$ cat src/rtl/imem_boot_loader_pkg.sv
// Shared types and constants for the IMEM boot loader.
package imem_boot_loader_pkg;

    typedef enum logic [2:0] {
        ST_IDLE,
        ST_LEN,
        ST_DATA,
        ST_CSUM,
        ST_DONE,
        ST_ERR
    } state_t;

    localparam logic [7:0]  SYNC_BYTE      = 8'hA5;
    localparam int unsigned BYTES_PER_WORD = 4;

endpackage

$ cat src/rtl/imem_boot_loader_if.sv
// Byte-stream input and IMEM write port of the boot loader.
// master: the loader side; slave: the byte source / IMEM side.
interface imem_boot_loader_if #(
    parameter int unsigned ADDR_W = 6
);
    logic              rx_valid;
    logic [7:0]        rx_data;
    logic              rx_ready;
    logic              imem_we;
    logic [ADDR_W-1:0] imem_addr;
    logic [31:0]       imem_wd;

    modport master (
        input  rx_valid, rx_data,
        output rx_ready, imem_we, imem_addr, imem_wd
    );

    modport slave (
        output rx_valid, rx_data,
        input  rx_ready, imem_we, imem_addr, imem_wd
    );
endinterface

$ cat src/rtl/imem_boot_loader_word_assembler.sv
// Packs a little-endian byte stream into 32-bit words.
// word_valid pulses for one cycle after the fourth byte of a word.
module imem_boot_loader_word_assembler
    import imem_boot_loader_pkg::*;
(
    input  logic        clk,
    input  logic        reset,
    input  logic        clear,
    input  logic        byte_valid,
    input  logic [7:0]  byte_in,
    output logic        lane_full,
    output logic        word_valid,
    output logic [31:0] word
);

    logic [1:0]  cnt;
    logic [31:0] shreg;

    // Current byte completes a word.
    assign lane_full = (cnt == 2'(BYTES_PER_WORD - 1));

    // Shift bytes in from the top so the first byte ends up in the low lane.
    always_ff @(posedge clk or posedge reset) begin
        if (reset) begin
            cnt        <= '0;
            shreg      <= '0;
            word       <= '0;
            word_valid <= 1'b0;
        end else begin
            word_valid <= 1'b0;
            if (clear) begin
                cnt <= '0;
            end else if (byte_valid) begin
                shreg <= {byte_in, shreg[31:8]};
                if (lane_full) begin
                    word       <= {byte_in, shreg[31:8]};
                    word_valid <= 1'b1;
                    cnt        <= '0;
                end else begin
                    cnt <= cnt + 2'd1;
                end
            end
        end
    end

endmodule

$ cat src/rtl/imem_boot_loader.sv
// Framed byte-stream boot loader: SYNC, LEN, 4*LEN payload bytes, XOR CSUM.
// Writes words sequentially into IMEM and releases the CPU only after a
// checksum-valid image has been loaded.
module imem_boot_loader
    import imem_boot_loader_pkg::*;
#(
    parameter int unsigned IMEM_WORDS = 64,
    parameter int unsigned ADDR_W     = 6
) (
    input  logic                   clk,
    input  logic                   reset,
    imem_boot_loader_if.master     bus,
    output logic                   cpu_reset,
    output logic                   done,
    output logic                   error
);

    state_t            state;
    logic [7:0]        len_q;
    logic [7:0]        csum_q;
    logic [ADDR_W-1:0] widx;
    logic [ADDR_W-1:0] addr_q;
    logic              accept;
    logic              lane_full;
    logic              wa_valid;
    logic [31:0]       wa_word;
    logic              last_word;

    // Ready in every state except DONE, and never while reset is held.
    assign bus.rx_ready = ~reset && (state != ST_DONE);
    assign accept       = bus.rx_valid && bus.rx_ready;
    assign last_word    = ((32'(widx) + 32'd1) == 32'(len_q));

    // The assembler's registered pulse and word drive the IMEM port directly,
    // so the write lands in the cycle right after the fourth byte.
    assign bus.imem_we   = wa_valid;
    assign bus.imem_wd   = wa_word;
    assign bus.imem_addr = addr_q;

    imem_boot_loader_word_assembler u_asm (
        .clk        (clk),
        .reset      (reset),
        .clear      (accept && (state == ST_LEN)),
        .byte_valid (accept && (state == ST_DATA)),
        .byte_in    (bus.rx_data),
        .lane_full  (lane_full),
        .word_valid (wa_valid),
        .word       (wa_word)
    );

    // Frame parser, checksum, word address counter and status outputs.
    always_ff @(posedge clk or posedge reset) begin
        if (reset) begin
            state     <= ST_IDLE;
            len_q     <= '0;
            csum_q    <= '0;
            widx      <= '0;
            addr_q    <= '0;
            cpu_reset <= 1'b1;
            done      <= 1'b0;
            error     <= 1'b0;
        end else if (accept) begin
            case (state)
                ST_IDLE: begin
                    if (bus.rx_data == SYNC_BYTE) state <= ST_LEN;
                end
                ST_LEN: begin
                    if (bus.rx_data == 8'h00 || 32'(bus.rx_data) > IMEM_WORDS) begin
                        state <= ST_ERR;
                        error <= 1'b1;
                    end else begin
                        len_q  <= bus.rx_data;
                        widx   <= '0;
                        csum_q <= '0;
                        state  <= ST_DATA;
                    end
                end
                ST_DATA: begin
                    csum_q <= csum_q ^ bus.rx_data;
                    if (lane_full) begin
                        addr_q <= widx;
                        // Index stays on the last word so it never passes IMEM_WORDS-1.
                        if (last_word) state <= ST_CSUM;
                        else           widx  <= widx + ADDR_W'(1);
                    end
                end
                ST_CSUM: begin
                    if (bus.rx_data == csum_q) begin
                        state     <= ST_DONE;
                        done      <= 1'b1;
                        cpu_reset <= 1'b0;
                    end else begin
                        state <= ST_ERR;
                        error <= 1'b1;
                    end
                end
                ST_ERR: begin
                    if (bus.rx_data == SYNC_BYTE) begin
                        error <= 1'b0;
                        state <= ST_LEN;
                    end
                end
                default: ;
            endcase
        end
    end

endmodule

$ cat src/flat_wrapper.sv
// flat-port wrapper written by rule: the top's interface ports become plain ports
module imem_boot_loader_flat import imem_boot_loader_pkg::*;
#(
    parameter int unsigned IMEM_WORDS = 64,
    parameter int unsigned ADDR_W     = 6
)
  (clk, reset, cpu_reset, done, error, bus_rx_valid, bus_rx_data, bus_rx_ready, bus_imem_we, bus_imem_addr, bus_imem_wd);
  imem_boot_loader_if #(.ADDR_W(ADDR_W)) bus_i ();
  input  logic clk;
  input  logic reset;
  output logic cpu_reset;
  output logic done;
  output logic error;
  input wire logic [$bits(bus_i.rx_valid)-1:0] bus_rx_valid;
  input wire logic [$bits(bus_i.rx_data)-1:0] bus_rx_data;
  output wire logic [$bits(bus_i.rx_ready)-1:0] bus_rx_ready;
  output wire logic [$bits(bus_i.imem_we)-1:0] bus_imem_we;
  output wire logic [$bits(bus_i.imem_addr)-1:0] bus_imem_addr;
  output wire logic [$bits(bus_i.imem_wd)-1:0] bus_imem_wd;
  assign bus_i.rx_valid = bus_rx_valid;
  assign bus_i.rx_data = bus_rx_data;
  assign bus_rx_ready = bus_i.rx_ready;
  assign bus_imem_we = bus_i.imem_we;
  assign bus_imem_addr = bus_i.imem_addr;
  assign bus_imem_wd = bus_i.imem_wd;
  imem_boot_loader #(.IMEM_WORDS(IMEM_WORDS), .ADDR_W(ADDR_W)) u_core (.clk(clk), .reset(reset), .bus(bus_i), .cpu_reset(cpu_reset), .done(done), .error(error));
endmodule
$ cat config.mk
export PLATFORM = sky130hd
export DESIGN_NAME = imem_boot_loader_flat
export DESIGN_NICKNAME = d
export VERILOG_FILES = /design/src/rtl/imem_boot_loader_pkg.sv /design/src/rtl/imem_boot_loader_if.sv /design/src/rtl/imem_boot_loader_word_assembler.sv /design/src/rtl/imem_boot_loader.sv /design/src/flat_wrapper.sv
export SDC_FILE = /design/constraint.sdc
export NUM_CORES = 1
export LEC_CHECK = 0
export CAP_MARGIN = 20
export CORE_ASPECT_RATIO = 0.9
export CORE_UTILIZATION = 56
export CTS_CLUSTER_SIZE = 20
export DETAILED_ROUTE_END_ITERATION = 16
export PLACE_DENSITY = 0.8
export SLEW_MARGIN = 0
export SYNTH_ARGS = -nofsm -noshare
export SYNTH_HDL_FRONTEND = slang
export SYNTH_HIERARCHICAL = 1
export SYNTH_SLANG_ARGS = --single-unit
$ cat constraint.sdc
create_clock -name clk -period 2.8 [get_ports clk]
set_input_delay 0.28 -clock clk [delete_from_list [all_inputs] [get_ports clk]]
set_output_delay 0.28 -clock clk [all_outputs]
set_load 0.01 [all_outputs]
==> results of run 1 <==
[final cells by class]
class	count	area [µm²]	area share
sequential	93	2330	0.439
multi-input combinational	209	1950	0.367
timing repair buffer	69	676	0.127
clock buffer	9	124	0.0234
tap	96	120	0.0227
clock inverter	7	76.3	0.0144
inverter	7	30.0	0.00567
[worst min-delay path by stage]
stage / startpoint / end / slack (ns) / cells past startpoint
floorplan: reset / u_core/bus.imem_addr[0]$_DFFE_PP0P_ / 0.22 / 1
global placement: u_core/done$_DFFE_PP0P_ / u_core/done$_DFFE_PP0P_ / 0.45 / 1
detailed placement: u_core/done$_DFFE_PP0P_ / u_core/done$_DFFE_PP0P_ / 0.45 / 1
CTS: reset / u_core/u_asm/word[23]$_DFFE_PP0P_ / 0.33 / 2
global route: reset / u_core/u_asm/shreg[28]$_DFFE_PP0P_ / 0.38 / 2
finish: reset / u_core/u_asm/shreg[15]$_DFFE_PP0P_ / 0.34 / 2
[sequential cells by signal, indices dropped and copies added (netlist names)]
name and flops:
u_core/u_asm/word 32, u_core/u_asm/shreg 24, u_core/csum_q 8, u_core/len_q 8, u_core/bus.imem_addr 6, u_core/widx 6, u_core/state 3, u_core/u_asm/cnt 2
u_core/cpu_reset 1, u_core/done 1, u_core/error 1, u_core/u_asm/word_valid 1
[power groups by stage]
stage	Sequential (µW)	Combinational, µW	Clock, µW
2_1_floorplan	1580	442	0
3_3_place_gp	1650	501	0
3_5_place_dp	1650	516	0
4_1_cts	1620	524	919
5_1_grt	1650	579	963
6_report	1630	523	891
[stage by stage]
stage / power [µW] / worst slack (ns) / cells / util
6_report: 3040 / 0.312 / 490 / 0.699
4_1_cts: 3070 / 0.371 / 490 / 0.699
5_1_grt: 3190 / 0.165 / 490 / 0.699
3_3_place_gp: 2150 / 0.441 / 474 / 0.673
2_1_floorplan: 2020 / 0.390 / 321 / -
3_5_place_dp: 2160 / 0.342 / 474 / 0.673
[metal layers]
layer | GRT usage | vias to the layer above
li1 | - | 1280
met2 | 0.354 | 73
met4 | 0.0950 | 0
met1 | 0.326 | 1382
met5 | 0 | -
met3 | 0.0553 | 21
[layout by cell type (no fill, tap or decap), drive strengths merged, types with 2 or more instances in the layout]
cell           synthesis  layout
inv                    7       9
a21oi                  4       4
nor3                   6       6
nor2b                  4       4
o211ai                 3       3
and3                   3       3
xor2                   8       8
nor2                  20      20
mux2i                  5       5
nor4                   3       3
clkdlybuf4s50          0      53
nand2b                 3       3
nand2                 13      13
nand3                  8       8
nand3b                 2       2
mux2                  69      69
o21ai                 20      20
buf                   11      16
o31ai                  4       4
clkbuf                 1       9
ha                     2       2
nand4                  2       2
a21o                   8       8
dfrtp                 92      92
clkinv                 0       4
xnor2                  8       8
[critical path, delay by kind of cell, from the launching register on]
family,cells,cell delay [ns]
flip-flops,1,0.47
XOR/XNOR,1,0.18
adder cells (fa/ha/maj),1,0.30
multiplexers,1,0.16
AO/OA/AOI/OAI,4,1.28
[logic make-up (layout without fill, tap and decap cells)]
kind of cell,count (synthesis),count (layout),synth area share
multiplexers,74,74,0.229
adder cells (fa/ha/maj),2,2,0.00566
buffers and inverters,19,92,0.0337
AND/OR/NAND/NOR,71,71,0.102
flip-flops,93,93,0.526
AO/OA/AOI/OAI,46,46,0.0719
XOR/XNOR,16,16,0.0317
==> flow_summary.toml, run 1 <==
[worst_setup_path]
rr_startpoint = "u_core/widx[0]$_DFFE_PP0P_"
end_kind = "register"
cp.arrival_ns = 2.76
crit_fanout = 7
slowest_stage = "o41ai_1"
cp-startpoint = "u_core/widx[0]$_DFFE_PP0P_"
critPathLaunchType = "register"
cpPeakStageDelay_ns = 0.77
worst-setup-path-type = "register to register"
r2r-end = "u_core/widx[5]$_DFFE_PP0P_"
path_cells = "ha_1 -> xor2_1 -> o211ai_1 -> mux2i_1 -> o41ai_1 -> o31ai_1 -> a21o_1"
cp-endpoint = "u_core/widx[5]$_DFFE_PP0P_"
r2r_setup_slack_ns = 0.31
reg2reg_depth = 7
crit_required_ns = 3.07

[yosys]
async_flop_share = 1.00
synth_area_leaders = "dfrtp_1 52%, mux2_4 17%, mux2_2 5.1%"
synth_top_cell_area_share = 0.521
yosysMostFrequentCell = "dfrtp_1"
synthDistinctLibCells = 53
syn_nets = 334
synthesis.instances = 321
netlist_top_cells_count = "92 x dfrtp_1, 49 x mux2_4, 20 x mux2_2"
synth_edf_count = 0
synth_largest_area_cell = "dfrtp_1"
synth_seq_cells = 93
netlist_area_um2 = 4420
synth_ff_type = "dfrtp_1"
syn_avg_cell_area_um2 = 13.8
yosys_warnings = 6
ys_seq_area_frac = 0.526

[detailed_routing]
drc = 0
first_pass_iters = 4
met1_length_um = 3940
via_count = 2756
wl_met3_um = 373
antenna_left = 0
routed.top_layer = "met4"
totalWireLength_um = 8610
drtIter0Drc = 152
met2WireLength_um = 4080
wire_per_inst_um = 17.6
routed_via_density = 5.62

[die]
fp.dieArea_um2 = 8260
core.rowCount = 30
ios = 54
die_y_um = 86.3
start_util = 0.583
die_x_um = 95.7
core_um2 = 7580

[sta]
grt_setup_unrepaired = "no"
setup_tns_ns = 0
timing.fmax_mhz = 402
finalHoldViolCount = 0
hold_ws_ns = 0.339
slew_headroom = 0.465
setup_viol = 0
slew_viol_final = 0
tightest_slew_ns = 0.793
timing.final.crit_period_ns = 2.49
post-route-period-util = 0.888
finClkSkew_ns = 0.0171

[pwr]
sw_frac_of_total = 0.317
p_clk_frac = 0.293
switchingPower_uw = 964
power_frac_seq = 0.535
internal_power_uw = 2080
vdd_drop_max_uv = 349
powerDensity_nw_per_um2 = 574
p_comb_frac = 0.172
leakage_uw = 0.00260

[finish]
drive_above_1_share = 0.307
areaGrowthSynthToFinish_pct = 19.8
final_area_um2 = 5300
layout.nets = 402
antenna_cells = 0
n_fill_cell = 522

[min_path]
min_path_type = "input port to async pin"

[placement]
routabilityCongestion = 0.921
dp_hpwl_um = 5820
place_area_um2 = 5100
portBuffers = 53

[clocking]
cts_hold_buffers = 0
cts_num_sinks = 93
cts_buffer_depth = 2
cts_resized = 0
clk-insertion-delay-late_ns = 0.38
cts-buffers-inserted = 9
cts_tree = "built"
cts-root-buf = "clkbuf_8"
cts_setup_buffers = 0
htree_levels = 3
cts.clk_slew.worst_paths_ns = 0.10

[job]
maxCapViolCount = 0

[status]
outcome = "finished, final reports clean"

[global_routing]
grt_overflow = 0
antenna_found_initial = 0
first_global_vias = 2892
grt_util_all_layers = 0.234
grt_start_max_net_pins = 35
grt_first_pass_wirelength_um = 14600
Note: power is estimated with default switching activity, not from simulation.
==> run 2, diff against run 1 <==
--- a/config.mk
+++ b/config.mk
@@ -5,13 +5,11 @@
 export SDC_FILE = /design/constraint.sdc
 export NUM_CORES = 1
 export LEC_CHECK = 0
-export CAP_MARGIN = 20
 export CORE_ASPECT_RATIO = 0.9
 export CORE_UTILIZATION = 56
 export CTS_CLUSTER_SIZE = 20
 export DETAILED_ROUTE_END_ITERATION = 16
 export PLACE_DENSITY = 0.8
-export SLEW_MARGIN = 0
 export SYNTH_ARGS = -nofsm -noshare
 export SYNTH_HDL_FRONTEND = slang
 export SYNTH_HIERARCHICAL = 1
==> results of run 2 <==
No change in the layout: final DEF, timing and power equal those of run 1.
